==> src/rtl/cosine_quadrature.sv <==
// cosine_quadrature: 3-stage full-wave quadrature cos/sin generator (magnitude + sign per coil), valid/ready flow control.
// Define COSINE_SCALE_EN to build the amplitude multiplier; otherwise amp is ignored and magnitudes pass at full scale.

module cosine_quadrature_lane #(
  parameter int PHASE_W = 8,
  parameter int AMP_W   = 8
) (
  input  logic               clk,
  input  logic               resetn,
  input  logic               adv,
  input  logic [PHASE_W-1:0] p,
  input  logic [AMP_W-1:0]   amp_s2,
  output logic [AMP_W-1:0]   mag,
  output logic               neg
);
  localparam int RW = PHASE_W - 2;
  localparam int N  = 1 << RW;
  typedef logic [N-1:0][AMP_W-1:0] table_t;

  function automatic table_t gen_table();
    table_t t;
    real    v;
    for (int i = 0; i < N; i++) begin
      v    = real'((1 << AMP_W) - 1) * $cos(3.14159265358979323846 / 2.0 * real'(i) / real'(N));
      t[i] = AMP_W'($rtoi(v + 0.5));
    end
    return t;
  endfunction

  localparam table_t TABLE = gen_table();

  logic [1:0]    q;
  logic [RW-1:0] r;
  assign q = p[PHASE_W-1 -: 2];
  assign r = p[RW-1:0];

  // S1: fold onto the quarter wave
  logic          odd_s1, sign_s1, oz_s1;
  logic [RW-1:0] r_s1;
  always_ff @(posedge clk or negedge resetn) begin
    if (!resetn) begin
      odd_s1  <= 1'b0;
      sign_s1 <= 1'b0;
      oz_s1   <= 1'b0;
      r_s1    <= '0;
    end else if (adv) begin
      odd_s1  <= q[0];
      sign_s1 <= (q == 2'd1 && r != '0) || q == 2'd2;
      oz_s1   <= q[0] && r == '0;
      r_s1    <= r;
    end
  end

  // S2: table read; odd quadrants mirror to N-r, with r==0 forced to zero
  logic [RW-1:0]    idx;
  logic [AMP_W-1:0] mag_s2;
  logic             sign_s2;
  assign idx = odd_s1 ? (~r_s1 + RW'(1)) : r_s1;

  always_ff @(posedge clk or negedge resetn) begin
    if (!resetn) begin
      mag_s2  <= '0;
      sign_s2 <= 1'b0;
    end else if (adv) begin
      mag_s2  <= oz_s1 ? '0 : TABLE[idx];
      sign_s2 <= sign_s1;
    end
  end

  // S3: optional scale, then output register
  logic [AMP_W-1:0] scaled;
`ifdef COSINE_SCALE_EN
  logic [AMP_W:0]   amp_p1;
  logic [2*AMP_W:0] prod;
  assign amp_p1 = {1'b0, amp_s2} + (AMP_W+1)'(1);
  assign prod   = (2*AMP_W+1)'(mag_s2) * (2*AMP_W+1)'(amp_p1);
  assign scaled = prod[2*AMP_W-1:AMP_W];
`else
  logic amp_unused;
  assign amp_unused = ^amp_s2;
  assign scaled     = mag_s2;
`endif

  always_ff @(posedge clk or negedge resetn) begin
    if (!resetn) begin
      mag <= '0;
      neg <= 1'b0;
    end else if (adv) begin
      mag <= scaled;
      neg <= sign_s2 && scaled != '0;
    end
  end
endmodule

module cosine_quadrature #(
  parameter int PHASE_W = 8,
  parameter int AMP_W   = 8
) (
  input  logic               clk,
  input  logic               resetn,
  input  logic               in_valid,
  output logic               in_ready,
  input  logic [PHASE_W-1:0] phase,
  input  logic [AMP_W-1:0]   amp,
  output logic               out_valid,
  input  logic               out_ready,
  output logic [AMP_W-1:0]   cos_mag,
  output logic               cos_neg,
  output logic [AMP_W-1:0]   sin_mag,
  output logic               sin_neg
);
  localparam int STAGES = 3;
  localparam int LANES  = 2;
  localparam int N      = 1 << (PHASE_W - 2);

  logic              adv;
  logic [STAGES:1]   vld_pipe;

  // Global stall: every stage moves only when the output slot frees up
  assign adv       = !out_valid || out_ready;
  assign in_ready  = adv;
  assign out_valid = vld_pipe[STAGES];

  always_ff @(posedge clk or negedge resetn) begin
    if (!resetn)  vld_pipe <= '0;
    else if (adv) vld_pipe <= {vld_pipe[STAGES-1:1], in_valid};
  end

  logic [AMP_W-1:0] amp_s2;
`ifdef COSINE_SCALE_EN
  logic [AMP_W-1:0] amp_s1;
  always_ff @(posedge clk or negedge resetn) begin
    if (!resetn) begin
      amp_s1 <= '0;
      amp_s2 <= '0;
    end else if (adv) begin
      amp_s1 <= amp;
      amp_s2 <= amp_s1;
    end
  end
`else
  logic amp_unused;
  assign amp_unused = ^amp;
  assign amp_s2     = '1;
`endif

  // Lane 0 is cosine; lane 1 is sine, a quarter revolution behind
  logic [LANES-1:0][PHASE_W-1:0] lane_p;
  logic [LANES-1:0][AMP_W-1:0]   lane_mag;
  logic [LANES-1:0]              lane_neg;
  assign lane_p[0] = phase;
  assign lane_p[1] = phase - PHASE_W'(N);

  for (genvar g = 0; g < LANES; g++) begin : g_lane
    cosine_quadrature_lane #(.PHASE_W(PHASE_W), .AMP_W(AMP_W)) u_lane (
      .clk    (clk),
      .resetn (resetn),
      .adv    (adv),
      .p      (lane_p[g]),
      .amp_s2 (amp_s2),
      .mag    (lane_mag[g]),
      .neg    (lane_neg[g])
    );
  end

  assign cos_mag = lane_mag[0];
  assign cos_neg = lane_neg[0];
  assign sin_mag = lane_mag[1];
  assign sin_neg = lane_neg[1];
endmodule

==> config.mk <==
export PLATFORM = sky130hd
export DESIGN_NAME = cosine_quadrature
export DESIGN_NICKNAME = d
export VERILOG_FILES = /design/src/rtl/cosine_quadrature.sv
export SDC_FILE = /design/constraint.sdc
export NUM_CORES = 1
export LEC_CHECK = 0
export BUFFER_PORTS_ARGS = -buffer_cell sky130_fd_sc_hd__buf_2
export CAP_MARGIN = 20
export CELL_PAD_IN_SITES_DETAIL_PLACEMENT = 0
export CELL_PAD_IN_SITES_GLOBAL_PLACEMENT = 1
export CORE_MARGIN = 1
export CORE_UTILIZATION = 30
export CTS_CLUSTER_SIZE = 30
export DETAILED_ROUTE_END_ITERATION = 8
export PLACE_DENSITY = 0.67
export SYNTH_ARGS = -nofsm -noshare
export SYNTH_HDL_FRONTEND = slang
export SYNTH_SLANG_ARGS = --single-unit
==> constraint.sdc <==
create_clock -name clk -period 3.2 [get_ports clk]
set_input_delay 0.32 -clock clk [delete_from_list [all_inputs] [get_ports clk]]
set_output_delay 0.32 -clock clk [all_outputs]
set_load 0.01 [all_outputs]
==> results of run 1 <==
state kept, by name, indices dropped and copies added (netlist names):
name                   flops
g_lane.u_lane.neg          2
g_lane.u_lane.r_s1         6
g_lane.u_lane.sign_s2      2
g_lane.u_lane.oz_s1        2
g_lane.u_lane.odd_s1       2
g_lane.u_lane.sign_s1      2
g_lane.u_lane.mag         16
g_lane.u_lane.mag_s2      16
vld_pipe                   3
synth_stat cells (5+ instances only):
| cell type | instances | share of area |
|---|---|---|
| xnor2_1 | 9 | 0.020 |
| nand3_1 | 15 | 0.019 |
| a21oi_1 | 22 | 0.028 |
| o21ai_0 | 38 | 0.048 |
| buf_2 | 13 | 0.016 |
| a31oi_1 | 9 | 0.014 |
| o31ai_1 | 8 | 0.015 |
| nor2_1 | 24 | 0.023 |
| clkbuf_1 | 19 | 0.018 |
| dfrtp_1 | 51 | 0.32 |
| mux2i_1 | 6 | 0.015 |
| or4_1 | 5 | 0.0095 |
| nand2b_1 | 14 | 0.022 |
| nand2_1 | 120 | 0.11 |
| ha_1 | 19 | 0.060 |
| inv_1 | 12 | 0.011 |
| a211oi_1 | 8 | 0.015 |
| o211ai_1 | 10 | 0.019 |
metrics by stage:
step | hold WS, ns | area, sq um | util
2_1_floorplan | 0.02441 | 3954 | -
3_3_place_gp | 0.4458 | 4319 | 0.3395
3_5_place_dp | 0.3833 | 4339 | 0.3411
4_1_cts | 0.06946 | 4498 | 0.3536
5_1_grt | 0.1045 | 4498 | 0.3536
6_report | 0.04555 | 4498 | 0.3536
critical path: cells and delay by family (launching register included):
family	cells	cell delay, ns
adders and majority gates	2	0.69
and+or+nand+nor	1	0.10
DFF	1	0.36
buffers and inverters	3	0.40
AOI/OAI and AO/OA	6	1.21
report_power, final:
group | switching (mW) | internal [mW]
Combinational | 1.63 | 1.06
Clock | 0.224 | 0.365
Sequential | 0.202 | 0.923
layout make-up:
cell class	count	area [sq um]	share of cell area
clock inverters	1	30.03	0.006676
inverters	14	53.80	0.01196
multi-input cells	389	2454	0.5455
well taps	172	215.2	0.04784
clock buffers	6	128.9	0.02865
flip-flops and latches	51	1276	0.2837
repair buffers	54	340.3	0.07566
cells by family (layout without fill, tap and decap cells):
family,after synthesis,count (layout),share of synthesized area
compound gates,143,143,0.2577
xor+xnor,16,16,0.04305
fa+ha+maj,21,21,0.06521
buf+inv,53,75,0.05824
flops,51,51,0.3229
mux,9,9,0.02754
simple gates,200,200,0.2254
routing by layer:
metal / vias up / GRT usage
met5: - / 0
met4: 0 / 0.04557
met3: 7 / 0.01493
met2: 83 / 0.2556
met1: 1766 / 0.2367
li1: 1804 / -
how the worst max path moves through the flow:
stage / startpoint / to / slack, ns / cells after the start
6_report: g_lane[1].u_lane.r_s1[1] / g_lane[0].u_lane.mag_s2[3] / 0.36 / 12
5_1_grt: g_lane[1].u_lane.r_s1[1] / g_lane[0].u_lane.mag_s2[3] / 0.14 / 12
4_1_cts: g_lane[1].u_lane.r_s1[1] / g_lane[1].u_lane.mag_s2[3] / 0.38 / 12
3_5_place_dp: g_lane[1].u_lane.r_s1[1] / g_lane[1].u_lane.mag_s2[3] / 0.39 / 12
3_3_place_gp: g_lane[1].u_lane.r_s1[1] / g_lane[1].u_lane.mag_s2[3] / 0.35 / 12
2_1_floorplan: g_lane[1].u_lane.r_s1[0] / g_lane[1].u_lane.mag_s2[2] / 0.05 / 12
==> results.yml, run 1 <==
run_status:
  outcome: "complete, no violations"
grt:
  grt_pass1_vias: 3393
  gr-total-overflow: 0
  antenna_found_initial: 0
  grt_pass1_wl_um: 17580
  grt_max_degree: 55
  grt_usage: 0.1625
layout:
  area_growth_syn_to_layout_pct: 13.80
  final_common_cell: "nand2_1"
  diodes: 0
  nets: 554
  layout-drive-gt1-share: 0.1495
  final_cells: 687
  n_fill_cell: 1368
  final_cell_mix: "nand2_1, dfrtp_1, o21ai_0"
critical_path:
  reg2reg_slack_ns: 0.36
  crit_path_max_fanout: 12
  cp-start-kind: "register"
  cp.arrival_ns: 3.05
  r2r-start: "g_lane[1].u_lane.r_s1[1]"
  critPathMaxStageDelay_ns: 0.42
  r2r_cells: 12
  path_class: "register to register"
  crit_path_end_kind: "register"
  cp.required_ns: 3.41
  slowest_stage: "ha_1"
  r2r_end: "g_lane[0].u_lane.mag_s2[3]"
  worstPathCellList: "clkinv_1 > ha_1 > nand2_1 > o21ai_2 > inv_1 > ha_1 > inv_1 > a22oi_1 > o2111a_1 > o311ai_0 > o21ai_0 > a22oi_1"
routing:
  wl_met3_um: 356
  route.layer.met1.wl_um: 5290
  antenna_left: 0
  vias: 3660
  drt-pass1-iter-count: 5
  wl_met2_um: 4787
  drt_wl_total_um: 10560
  drt_iter0_markers: 361
  route.detailed.drc: 0
  viasPerCell: 5.328
  wl_per_cell_um: 15.37
  top_layer_used: "met4"
clocking:
  clk_pin_slew_ns: 0.06
  ctsResizeCount: 0
  cts_htree_levels: 2
  cts_sinks: 51
  clockBufferDepth: 2
  cts_hold_buffers: 0
  cts_setup_buffers: 0
  clk_latency_ns: 0.29
  cts_tree: "done"
  root_buffer: "clkbuf_16"
  cts_buffers: 5
pwr:
  leakagePower_nw: 1.951
  vdd_drop_max_v: 0.0002248
  fin_total_pwr_mw: 4.404
  power_density_nw_per_um2: 979.1
synthesis:
  ys_seq_area_frac: 0.3229
  syn_area_sq_um: 3953
  synth_area_per_cell_sq_um: 8.017
  ys_warn_count: 0
  synth-async-reset-ratio: 1.000
  synth-edff-count: 0
  syn-instance-count: 493
  synth_cell_types: 69
  synthesis.nets: 532
  ys_seq_elements: 51
  ys.flop_type: "dfrtp_1"
timing:
  fin_ws_ns: 0.3577
  setup_viol: 0
  worst_slew_pin_slew_ns: 0.9278
  drv_slew: 0
  rsz0062_at_grt: "no"
  fin_setup_tns_ns: 0
  timing.fmax_mhz: 351.8
  period_minus_slack_ns: 2.842
  finClkSkew_ns: 0.002478
  hold_viol_final: 0
  timing.final.crit_share: 0.8882
  timing.slew.headroom: 0.3770
place:
  io_buffers: 31
  place_congestion: 0.8310
  place_ws_ns: 0.3887
  dpl.hpwl_um: 7559
  dp.cells: 680
hold_path:
  hold_class: "input pin to async pin"
floorplan:
  die_area_sq_um: 13640
  die_y_um: 116.8
  placementRows: 41
  core-area_sq_um: 12720
  die_w_um: 116.8
  initial_core_util: 0.3107
  ios: 40
job:
  maxCapViolations: 0
No activity file was read; power rests on OpenSTA's default activity.
==> run 2: changes to the inputs <==
==> constraint.sdc (replaced) <==
create_clock -name clk -period 3.2 [get_ports clk]
set_input_delay 0.48 -clock clk [delete_from_list [all_inputs] [get_ports clk]]
set_output_delay 0.48 -clock clk [all_outputs]
set_load 0.01 [all_outputs]
==> run 2 against run 1 <==
Compared with the run above: clock power rose by 2%; setup slack improved by 0.071 ns; sequential share of layout area about the same; global-route usage is essentially flat; critical path depth is the same; count of clock-buffer cells in the layout shrank 1; via count rose by 0.52%; sequential power hardly changed; critical endpoint unchanged; maximum frequency rose by 2.6%; routed wire length unchanged; first-iteration DRC count down 2.5%; register-to-register slack better by 0.07 ns.
==> results.yml, run 2 (synthesis gave the netlist of run 1 again) <==
run_status:
  outcome: "complete, no violations"
pwr:
  power_density_nw_per_um2: 979.7
  leakagePower_nw: 1.950
  vdd_drop_max_v: 0.0002668
clocking:
  cts_hold_buffers: 0
  cts_buffers: 5
  clockBufferDepth: 2
  ctsResizeCount: 0
  cts_htree_levels: 2
  clk_latency_ns: 0.29
  root_buffer: "clkbuf_16"
  clk_pin_slew_ns: 0.07
  cts_sinks: 51
  cts_setup_buffers: 0
  cts_tree: "done"
floorplan:
  ios: 40
  placementRows: 41
  die_area_sq_um: 13640
  die_y_um: 116.8
  initial_core_util: 0.3107
  core-area_sq_um: 12720
  die_w_um: 116.8
timing:
  timing.slew.headroom: 0.4979
  hold_viol_final: 0
  rsz0062_at_grt: "no"
  period_minus_slack_ns: 2.771
  setup_viol: 0
  timing.fmax_mhz: 360.8
  fin_ws_ns: 0.4286
  timing.final.crit_share: 0.8661
  finClkSkew_ns: 0.006261
  fin_setup_tns_ns: 0
  worst_slew_pin_slew_ns: 0.7478
  drv_slew: 0
critical_path:
  cpLargestDelayFamily: "compound AO/OA/AOI/OAI gates"
  critPathMaxStageDelay_ns: 0.40
  cp.arrival_ns: 2.98
  crit_path_end_kind: "register"
  slowest_stage: "ha_1"
  worstPathCellList: "clkinv_1 > ha_1 > nand2_1 > o21ai_2 > inv_1 > ha_1 > inv_1 > a22oi_1 > o2111a_1 > o311ai_0 > o21ai_0 > a22oi_1"
  crit_path_max_fanout: 12
  reg2reg_slack_ns: 0.43
  cp.required_ns: 3.41
  path_class: "register to register"
  crit_buf_inv: 3
  cp-start-kind: "register"
layout:
  area_growth_syn_to_layout_pct: 13.77
  final_cell_mix: "nand2_1, dfrtp_1, o21ai_0"
  n_fill_cell: 1364
  nets: 555
  layout-drive-gt1-share: 0.1531
  post-route-util: 0.3535
  top_regs: "g_lane.u_lane.mag x16, g_lane.u_lane.mag_s2 x16, g_lane.u_lane.r_s1 x6"
  final_common_cell: "nand2_1"
  diodes: 0
  final_cells: 688
routing:
  vias: 3679
  viasPerCell: 5.347
  wl_per_cell_um: 15.35
  drt_iter0_markers: 352
  drt-pass1-iter-count: 5
  antenna_left: 0
  drt_wl_total_um: 10560
  route.detailed.drc: 0
job:
  maxCapViolations: 0
grt:
  grt_max_degree: 55
  gr-total-overflow: 0
  antenna_found_initial: 0
  grt_pass1_vias: 3350
  grt_usage: 0.1625
  grt_pass1_wl_um: 17600
place:
  place_congestion: 0.8227
  dpl.hpwl_um: 7657
  io_buffers: 31
  dp.cells: 681
  place_ws_ns: 0.4472
hold_path:
  hold_class: "input pin to async pin"
[run 2: metal layers]
metal | GRT usage | share of wire
met1 | 0.2337 | 0.50
met2 | 0.2604 | 0.46
met3 | 0.01442 | 0.033
met4 | 0.04388 | 0.0078
met5 | 0 | 0
[run 2: worst reg2reg max path, stage by stage (launching register included)]
cell and delay [ns]:
dfrtp_1 0.36, clkinv_1 0.09, ha_1 0.40, nand2_1 0.09
o21ai_2 0.24, inv_1 0.19, ha_1 0.26, inv_1 0.12
a22oi_1 0.10, o2111a_1 0.26, o311ai_0 0.30, o21ai_0 0.14
a22oi_1 0.15
[run 2: per-stage QoR]
step           instance area (sq um)  hold slack, ns  power (mW)
2_1_floorplan                   3954          0.1844       3.048
3_3_place_gp                    4327          0.4438       3.776
3_5_place_dp                    4334          0.4505       3.807
4_1_cts                         4497          0.2602       4.416
5_1_grt                         4497          0.2983       4.808
6_report                        4497          0.2339       4.405
[run 2: worst paths after layout]
| kind | endpoint | cells after the start | start |
|---|---|---|---|
| hold reg to reg | g_lane[0].u_lane.mag[4] | 2 | g_lane[0].u_lane.mag[4] |
| setup reg to reg | g_lane[0].u_lane.mag_s2[3] | 12 | g_lane[1].u_lane.r_s1[1] |
| min in group clk | vld_pipe[1] | 3 | in_valid |
| hold / removal | g_lane[0].u_lane.mag_s2[4] | 1 | resetn |
| max in group asynchronous | g_lane[0].u_lane.mag_s2[5] | 2 | resetn |
| setup / recovery | g_lane[0].u_lane.mag_s2[3] | 12 | g_lane[1].u_lane.r_s1[1] |
[run 2: final cells by class]
class | instances | area, sq um | share of cell area
Timing Repair Buffer | 55 | 335.3 | 0.07457
Sequential cell | 51 | 1276 | 0.2838
Multi-Input combinational cell | 389 | 2454 | 0.5456
Tap cell | 172 | 215.2 | 0.04786
Clock inverter | 2 | 37.54 | 0.008347
Inverter | 14 | 53.80 | 0.01196
Clock buffer | 5 | 125.1 | 0.02782
[run 2: report_power, final]
| group | internal (mW) | switching, mW | leakage (nW) |
|---|---|---|---|
| Combinational | 1.06 | 1.62 | 1.26 |
| Clock | 0.365 | 0.235 | 0.0759 |
| Sequential | 0.922 | 0.198 | 0.611 |
